`src/rtl/ppu_spr_pkg.sv`:
```
// Shared definitions for the PPU sprite output bank: attribute bit map,
// plane bit-reverse helper and slot-index width helper.
package ppu_spr_pkg;

    localparam int ATTR_PRIO = 5;
    localparam int ATTR_MIRX = 6;

    // Slot index width; a single-slot bank still needs one index bit.
    function automatic int spr_sw(input int n);
        return (n > 1) ? $clog2(n) : 1;
    endfunction

    // Reverse the low w bits of v (w <= 64); used for mirror-X pattern loads.
    function automatic logic [63:0] bitrev(input logic [63:0] v, input int w);
        logic [63:0] r;
        r = '0;
        for (int i = 0; i < 64; i++) begin
            if (i < w) r[i] = v[w-1-i];
        end
        return r;
    endfunction

endpackage

```
`src/rtl/ppu_spr_slot.sv`:
```
// One sprite slot: X down-counter, attribute latch, show counter and the
// two bit-plane shift registers. Exposes the current (pre-shift) pixel.
module ppu_spr_slot
    import ppu_spr_pkg::*;
#(
    parameter int PIX_W = 8,
    parameter int XW    = 8,
    parameter int PAL_W = 2
) (
    input  logic               i_clk,
    input  logic               i_rstn,
    input  logic               i_line_start,
    input  logic               i_sel,
    input  logic [XW-1:0]      i_xcnt,
    input  logic               i_xcnt_we,
    input  logic [7:0]         i_attr,
    input  logic               i_attr_we,
    input  logic [2*PIX_W-1:0] i_patt,
    input  logic               i_patt_we,
    input  logic               i_run,
    output logic               o_active,
    output logic               o_hi,
    output logic               o_lo,
    output logic [PAL_W-1:0]   o_pal,
    output logic               o_prio
);

    localparam int CW = $clog2(PIX_W) + 1;

    logic [XW-1:0]    xcnt_q, xcnt_d;
    logic [CW-1:0]    cnt_q, cnt_d;
    logic [PIX_W-1:0] hi_q, hi_d, lo_q, lo_d;
    logic [PAL_W-1:0] pal_q, pal_d;
    logic             prio_q, prio_d, mirx_q, mirx_d;

    logic             xwe, awe, pwe, ld, step, mirx;
    logic [PIX_W-1:0] hi_in, lo_in, hi_rev, lo_rev;

    assign hi_in = i_patt[2*PIX_W-1 -: PIX_W];
    assign lo_in = i_patt[PIX_W-1:0];

    // Next-state: loads win over shift/decrement; line start clears planes
    // and show counter but a same-cycle pattern load still lands.
    always_comb begin
        xwe    = i_sel & i_xcnt_we;
        awe    = i_sel & i_attr_we;
        pwe    = i_sel & i_patt_we;
        ld     = xwe | awe | pwe;
        step   = i_run && (xcnt_q == '0) && !ld;
        mirx   = awe ? i_attr[ATTR_MIRX] : mirx_q;
        hi_rev = PIX_W'(bitrev(64'(hi_in), PIX_W));
        lo_rev = PIX_W'(bitrev(64'(lo_in), PIX_W));

        xcnt_d = xcnt_q;
        if (xwe)                                   xcnt_d = i_xcnt;
        else if (i_run && xcnt_q != '0 && !ld)     xcnt_d = xcnt_q - 1'b1;

        pal_d  = pal_q;
        prio_d = prio_q;
        mirx_d = mirx_q;
        if (awe) begin
            pal_d  = i_attr[PAL_W-1:0];
            prio_d = i_attr[ATTR_PRIO];
            mirx_d = i_attr[ATTR_MIRX];
        end

        cnt_d = cnt_q;
        if (step && cnt_q < CW'(PIX_W)) cnt_d = cnt_q + 1'b1;
        if (i_line_start)               cnt_d = '0;

        hi_d = hi_q;
        lo_d = lo_q;
        if (step) begin
            hi_d = hi_q << 1;
            lo_d = lo_q << 1;
        end
        if (i_line_start) begin
            hi_d = '0;
            lo_d = '0;
        end
        if (pwe) begin
            hi_d = mirx ? hi_rev : hi_in;
            lo_d = mirx ? lo_rev : lo_in;
        end
    end

    // Slot state registers.
    always_ff @(posedge i_clk or negedge i_rstn) begin
        if (!i_rstn) begin
            xcnt_q <= '0;
            cnt_q  <= '0;
            hi_q   <= '0;
            lo_q   <= '0;
            pal_q  <= '0;
            prio_q <= 1'b0;
            mirx_q <= 1'b0;
        end else begin
            xcnt_q <= xcnt_d;
            cnt_q  <= cnt_d;
            hi_q   <= hi_d;
            lo_q   <= lo_d;
            pal_q  <= pal_d;
            prio_q <= prio_d;
            mirx_q <= mirx_d;
        end
    end

    assign o_active = (xcnt_q == '0) && (cnt_q < CW'(PIX_W));
    assign o_hi     = hi_q[PIX_W-1];
    assign o_lo     = lo_q[PIX_W-1];
    assign o_pal    = pal_q;
    assign o_prio   = prio_q;

endmodule

```
`src/rtl/ppu_spr_bank.sv`:
```
// Sprite output bank: NSLOT slots, lowest-index opaque slot wins, one
// registered sprite pixel per cycle plus a sprite-0 hit candidate flag.
module ppu_spr_bank
    import ppu_spr_pkg::*;
#(
    parameter  int NSLOT = 8,
    parameter  int PIX_W = 8,
    parameter  int XW    = 8,
    parameter  int PAL_W = 2,
    localparam int SW    = spr_sw(NSLOT)
) (
    input  logic               i_clk,
    input  logic               i_rstn,
    input  logic               i_line_start,
    input  logic [SW-1:0]      i_slot,
    input  logic [XW-1:0]      i_xcnt,
    input  logic               i_xcnt_we,
    input  logic [7:0]         i_attr,
    input  logic               i_attr_we,
    input  logic [2*PIX_W-1:0] i_patt,
    input  logic               i_patt_we,
    input  logic               i_spr0_en,
    input  logic               i_run,
    output logic               o_valid,
    output logic               o_opaque,
    output logic               o_priority,
    output logic [PAL_W+1:0]   o_pattern,
    output logic [SW-1:0]      o_slot,
    output logic               o_spr0
);

    logic [NSLOT-1:0]            act, hi, lo, prio;
    logic [NSLOT-1:0][PAL_W-1:0] pal;

    // Index compare against in-range slot numbers only, so loads aimed at
    // i_slot >= NSLOT select nothing.
    for (genvar k = 0; k < NSLOT; k++) begin : g_slot
        ppu_spr_slot #(
            .PIX_W (PIX_W),
            .XW    (XW),
            .PAL_W (PAL_W)
        ) u_slot (
            .i_clk        (i_clk),
            .i_rstn       (i_rstn),
            .i_line_start (i_line_start),
            .i_sel        (i_slot == SW'(k)),
            .i_xcnt       (i_xcnt),
            .i_xcnt_we    (i_xcnt_we),
            .i_attr       (i_attr),
            .i_attr_we    (i_attr_we),
            .i_patt       (i_patt),
            .i_patt_we    (i_patt_we),
            .i_run        (i_run),
            .o_active     (act[k]),
            .o_hi         (hi[k]),
            .o_lo         (lo[k]),
            .o_pal        (pal[k]),
            .o_prio       (prio[k])
        );
    end

    logic               valid_q, valid_d, opaque_q, opaque_d, prio_q, prio_d;
    logic               spr0_q, spr0_d, spr0_flag_q, spr0_flag_d;
    logic [PAL_W+1:0]   pattern_q, pattern_d;
    logic [SW-1:0]      slot_q, slot_d;
    logic               found;

    // Fixed-priority pick of the lowest-index opaque active slot; the
    // sprite-0 flag is captured alongside slot 0's attribute load.
    always_comb begin
        found     = 1'b0;
        pattern_d = '0;
        prio_d    = 1'b0;
        slot_d    = '0;
        for (int k = 0; k < NSLOT; k++) begin
            if (!found && act[k] && (hi[k] | lo[k])) begin
                found     = 1'b1;
                pattern_d = {pal[k], hi[k], lo[k]};
                prio_d    = prio[k];
                slot_d    = SW'(k);
            end
        end
        spr0_flag_d = (i_attr_we && i_slot == '0) ? i_spr0_en : spr0_flag_q;
        valid_d     = i_run;
        opaque_d    = found;
        spr0_d      = found && (slot_d == '0) && spr0_flag_q;
    end

    // Output register, one cycle behind the slot state.
    always_ff @(posedge i_clk or negedge i_rstn) begin
        if (!i_rstn) begin
            valid_q     <= 1'b0;
            opaque_q    <= 1'b0;
            prio_q      <= 1'b0;
            pattern_q   <= '0;
            slot_q      <= '0;
            spr0_q      <= 1'b0;
            spr0_flag_q <= 1'b0;
        end else begin
            valid_q     <= valid_d;
            opaque_q    <= opaque_d;
            prio_q      <= prio_d;
            pattern_q   <= pattern_d;
            slot_q      <= slot_d;
            spr0_q      <= spr0_d;
            spr0_flag_q <= spr0_flag_d;
        end
    end

    assign o_valid    = valid_q;
    assign o_opaque   = opaque_q;
    assign o_priority = prio_q;
    assign o_pattern  = pattern_q;
    assign o_slot     = slot_q;
    assign o_spr0     = spr0_q;

endmodule

```
`config.mk`:
```
export PLATFORM = sky130hd
export DESIGN_NAME = ppu_spr_bank
export DESIGN_NICKNAME = d
export VERILOG_FILES = /design/src/rtl/ppu_spr_pkg.sv /design/src/rtl/ppu_spr_slot.sv /design/src/rtl/ppu_spr_bank.sv
export SDC_FILE = /design/constraint.sdc
export NUM_CORES = 1
export LEC_CHECK = 0
export BUFFER_PORTS_ARGS = -buffer_cell sky130_fd_sc_hd__buf_2
export CAP_MARGIN = 20
export CORE_MARGIN = 8
export CORE_UTILIZATION = 43
export CTS_CLUSTER_DIAMETER = 120
export CTS_CLUSTER_SIZE = 25
export DETAILED_ROUTE_END_ITERATION = 8
export PLACE_DENSITY = 0.62
export SLEW_MARGIN = 0
export SYNTH_ARGS = -nofsm -noshare
export SYNTH_HDL_FRONTEND = slang
export SYNTH_HIERARCHICAL = 1
export SYNTH_SLANG_ARGS = --single-unit
export TNS_END_PERCENT = 20
```
`constraint.sdc`:
```
create_clock -name i_clk -period 3.35 [get_ports i_clk]
set_clock_uncertainty 0.15 [all_clocks]
set_input_delay 0.67 -clock i_clk [delete_from_list [all_inputs] [get_ports i_clk]]
set_output_delay 0.67 -clock i_clk [all_outputs]
set_load 0.005 [all_outputs]
```
==> out/metrics.cfg <==
[timing]
worst_slack_ns=0.353
hold_violations=0
fin_crit_ns=3.00
rsz0062_at_grt=false
finalSetupViolCount=0
worst_slew_pin_slew_ns=0.680
fmax_mhz=334
drv_slew=0
finalCritPeriodShare_pct=89.5
relSlewSlack_pct=54.5
hold-worst-slack_ns=0.258
tns_ns=0

[pwr]
pwr_density_cell_nw_per_um2=503
max-vdd-ir-drop_v=0.000311
power.leakage_nw=6.86

[placement]
port_buffers=49
placed_cells=2063
routabilityCongestion=0.906
hpwl_um=29300
place_ws_ns=0.302

[finish]
stdcell_count=2081
fillerInstances=3424
fin_util_pct=46.9
syn_to_final_growth_pct=7.83
drive_above_1_share_pct=21.5
finish.net_count=1679

[yosys]
synth-xor-area-share_pct=1.32
yosys_warnings=6
synthAdderAreaFrac_pct=1.89
synthesis.area_um2=15900
yosysUniqueCellTypes=63
synthArstFlopShare_pct=100
synthSimpleGateAreaFrac_pct=16.8
synth_top_family_by_area=compound AO/OA/AOI/OAI gates
synth_mux_area_share_pct=12.8
ys_top_cells_by_area=dfrtp_1, mux2_2, o211ai_1, a2bb2oi_1, nand2_1
synth_top_cell_by_area=dfrtp_1
ys_ff_latch=268
synth_ff_type=dfrtp_1
ys_seq_area_share_pct=42.2
synth_cells=1572
synth_top_area_share_pct=42.2
syn_area_per_cell_um2=10.1
syn-num-nets=1639
synth-compound-area-share_pct=21.1
synth-edff-count=0

[worst_setup_path]
setup.worst_path.start_class=register
end_kind=register
crit_arrival_ns=3.18
critPathKind=register to register
required_ns=3.53
crit_fanout=9

[global_route]
first_global_vias=12504
grt-ovfl-total=0
grt_max_degree=73
grt_usage_pct=19.7
grt_pass1_wl_um=69300
antenna_found_initial=5

[routing]
vias=12776
drt_iter0_drc=1113
route.detailed.drc=0
avgRoutedWirePerCell_um=20.9
ant_nets=0
drtPass1Iterations=5
vias_per_cell=6.14
routed_wl_um=43500

[job]
drv_cap=0

[cts]
h-tree-depth=1
clockRootBuffer=clkbuf_16
clock_sinks=268
cts_made_buffers=14
clk_latency_ns=0.50
clkTransAtPathRegs_ns=0.10
cts_tree=yes
clockBufferDepth=3

[floorplan]
chipHeight_um=208
die-area_um2=43400
initial_core_util_pct=43.5
placementRows=70
num_io_pins=54
fp.dieW_um=208
core-area_um2=36500

[outcome]
status=completed

[min_path]
min_path_type=input port to register

timing repair:
action	CTS	global route
gates resized for setup	0	0
hold buffers	1	0
buffers inserted	0	0
endpoints found under the hold margin	36	0
layout by cell type, fill, tap and decap left out, types with 7 or more instances in the layout:
master / Yosys / final
and2_1: 14 / 14
nor3_1: 19 / 19
xor2_1: 10 / 10
mux2_2: 143 / 143
a2bb2oi_1: 96 / 96
nor4b_1: 8 / 8
xnor2_1: 14 / 14
o31ai_1: 24 / 24
nand4b_1: 8 / 8
clkbuf_16: 0 / 15
o21ai_0: 36 / 36
a2bb2oi_2: 16 / 16
mux2i_1: 34 / 34
inv_1: 58 / 58
or2_2: 8 / 8
or3b_2: 8 / 8
buf_4: 12 / 47
ha_1: 24 / 24
dfrtp_1: 268 / 268
o22ai_1: 19 / 19
nor2_1: 79 / 79
o21a_1: 12 / 12
nor3b_1: 9 / 9
a21oi_1: 28 / 28
nand2_1: 202 / 202
a31oi_1: 23 / 23
or4_1: 16 / 16
nand3_2: 7 / 7
buf_2: 10 / 48
nand3_1: 47 / 47
or4b_2: 10 / 10
nand2b_1: 8 / 8
o211ai_1: 134 / 134
nand4_1: 12 / 12
or3_1: 26 / 26
cell usage after synthesis (all sizes together) (13+ instances only):
master,count
o21ai,44
nand2,202
ha,24
nand3,56
o31ai,24
and2,14
clkbuf,48
mux2i,40
mux2,143
nor3,19
a31oi,23
nand4,13
nor2,79
dfrtp,268
or3,27
a21oi,28
o22ai,19
buf,28
inv,58
or4,22
xnor2,14
o211ai,136
a2bb2oi,112
where the power goes:
part / switching, mW / internal [mW]
clock network: 1.07 / 0.813
logic: 1.22 / 1.16
registers: 0.552 / 3.81
total: 2.85 / 5.77
final timing paths:
kind	start	to	slack (ns)	cells past startpoint
worst min register to register	spr0_flag_q$_DFFE_PN0P_	o_spr0$_DFF_PN0_	0.34	1
min in group asynchronous	i_rstn	o_valid$_DFF_PN0_	0.49	2
worst max-delay path	g_slot[5].u_slot/xcnt_q[0]$_DFFE_PN0P_	o_slot[0]$_DFF_PN0_	0.35	8
max in group asynchronous	i_rstn	g_slot[7].u_slot/lo_q[7]$_DFFE_PN0P_	1.65	3
worst max register to register	g_slot[5].u_slot/xcnt_q[0]$_DFFE_PN0P_	o_slot[0]$_DFF_PN0_	0.35	8
worst min-delay path	i_spr0_en	spr0_flag_q$_DFFE_PN0P_	0.26	2
per-stage QoR:
stage	area [um2]	power, mW
after floorplan	15900	6.07
after global placement	16700	6.68
after detailed placement	16700	6.78
after CTS	17100	8.68
after global routing	17100	9.12
final	17100	8.62
sequential cells by signal (all words and copies together), names as in the netlist, 4 cells and up:
name and cells:
g_slot.u_slot/hi_q 64, o_pattern 4, g_slot.u_slot/xcnt_q 64, g_slot.u_slot/mirx_q 8
g_slot.u_slot/cnt_q 32, g_slot.u_slot/o_pal 16, g_slot.u_slot/o_prio 8, g_slot.u_slot/lo_q 64
cell families (layout without fill, tap and decap cells):
group                    Yosys count  count (layout)
AO/OA/AOI/OAI                    430             430
XOR/XNOR                          24              24
adder cells (fa/ha/maj)           24              24
buffers and inverters            134             174
flip-flops                       268             268
multiplexers                     183             183
other                              0               1
AND/OR/NAND/NOR                  509             509
critical path, cell delays in order, from the launching register on:
cell	delay, ns
dfrtp_1	0.38
inv_1	0.11
ha_1	0.19
or3b_2	0.49
nor3_1	0.46
o21ai_2	0.26
o21ai_0	0.22
a21oi_1	0.09
o21ai_0	0.47
per-layer routing:
metal	GRT usage (%)	vias up	share of wire (%)
met5	0	-	0.13
met4	5.46	8	2.6
met3	3.31	83	4.9
met2	30.5	262	44
met1	28.0	6431	48
li1	-	5992	-
layout make-up:
type	count	area [um2]	share of cell area [%]
multi-input cells	1170	8560	50.0
flip-flops and latches	268	6710	39.1
repair buffers	100	678	3.96
well taps	468	586	3.42
clock buffers	15	375	2.19
inverters	58	218	1.27
clock inverters	1	8.76	0.0511
diodes	1	2.50	0.0146
(Power assumes the default switching activity.)
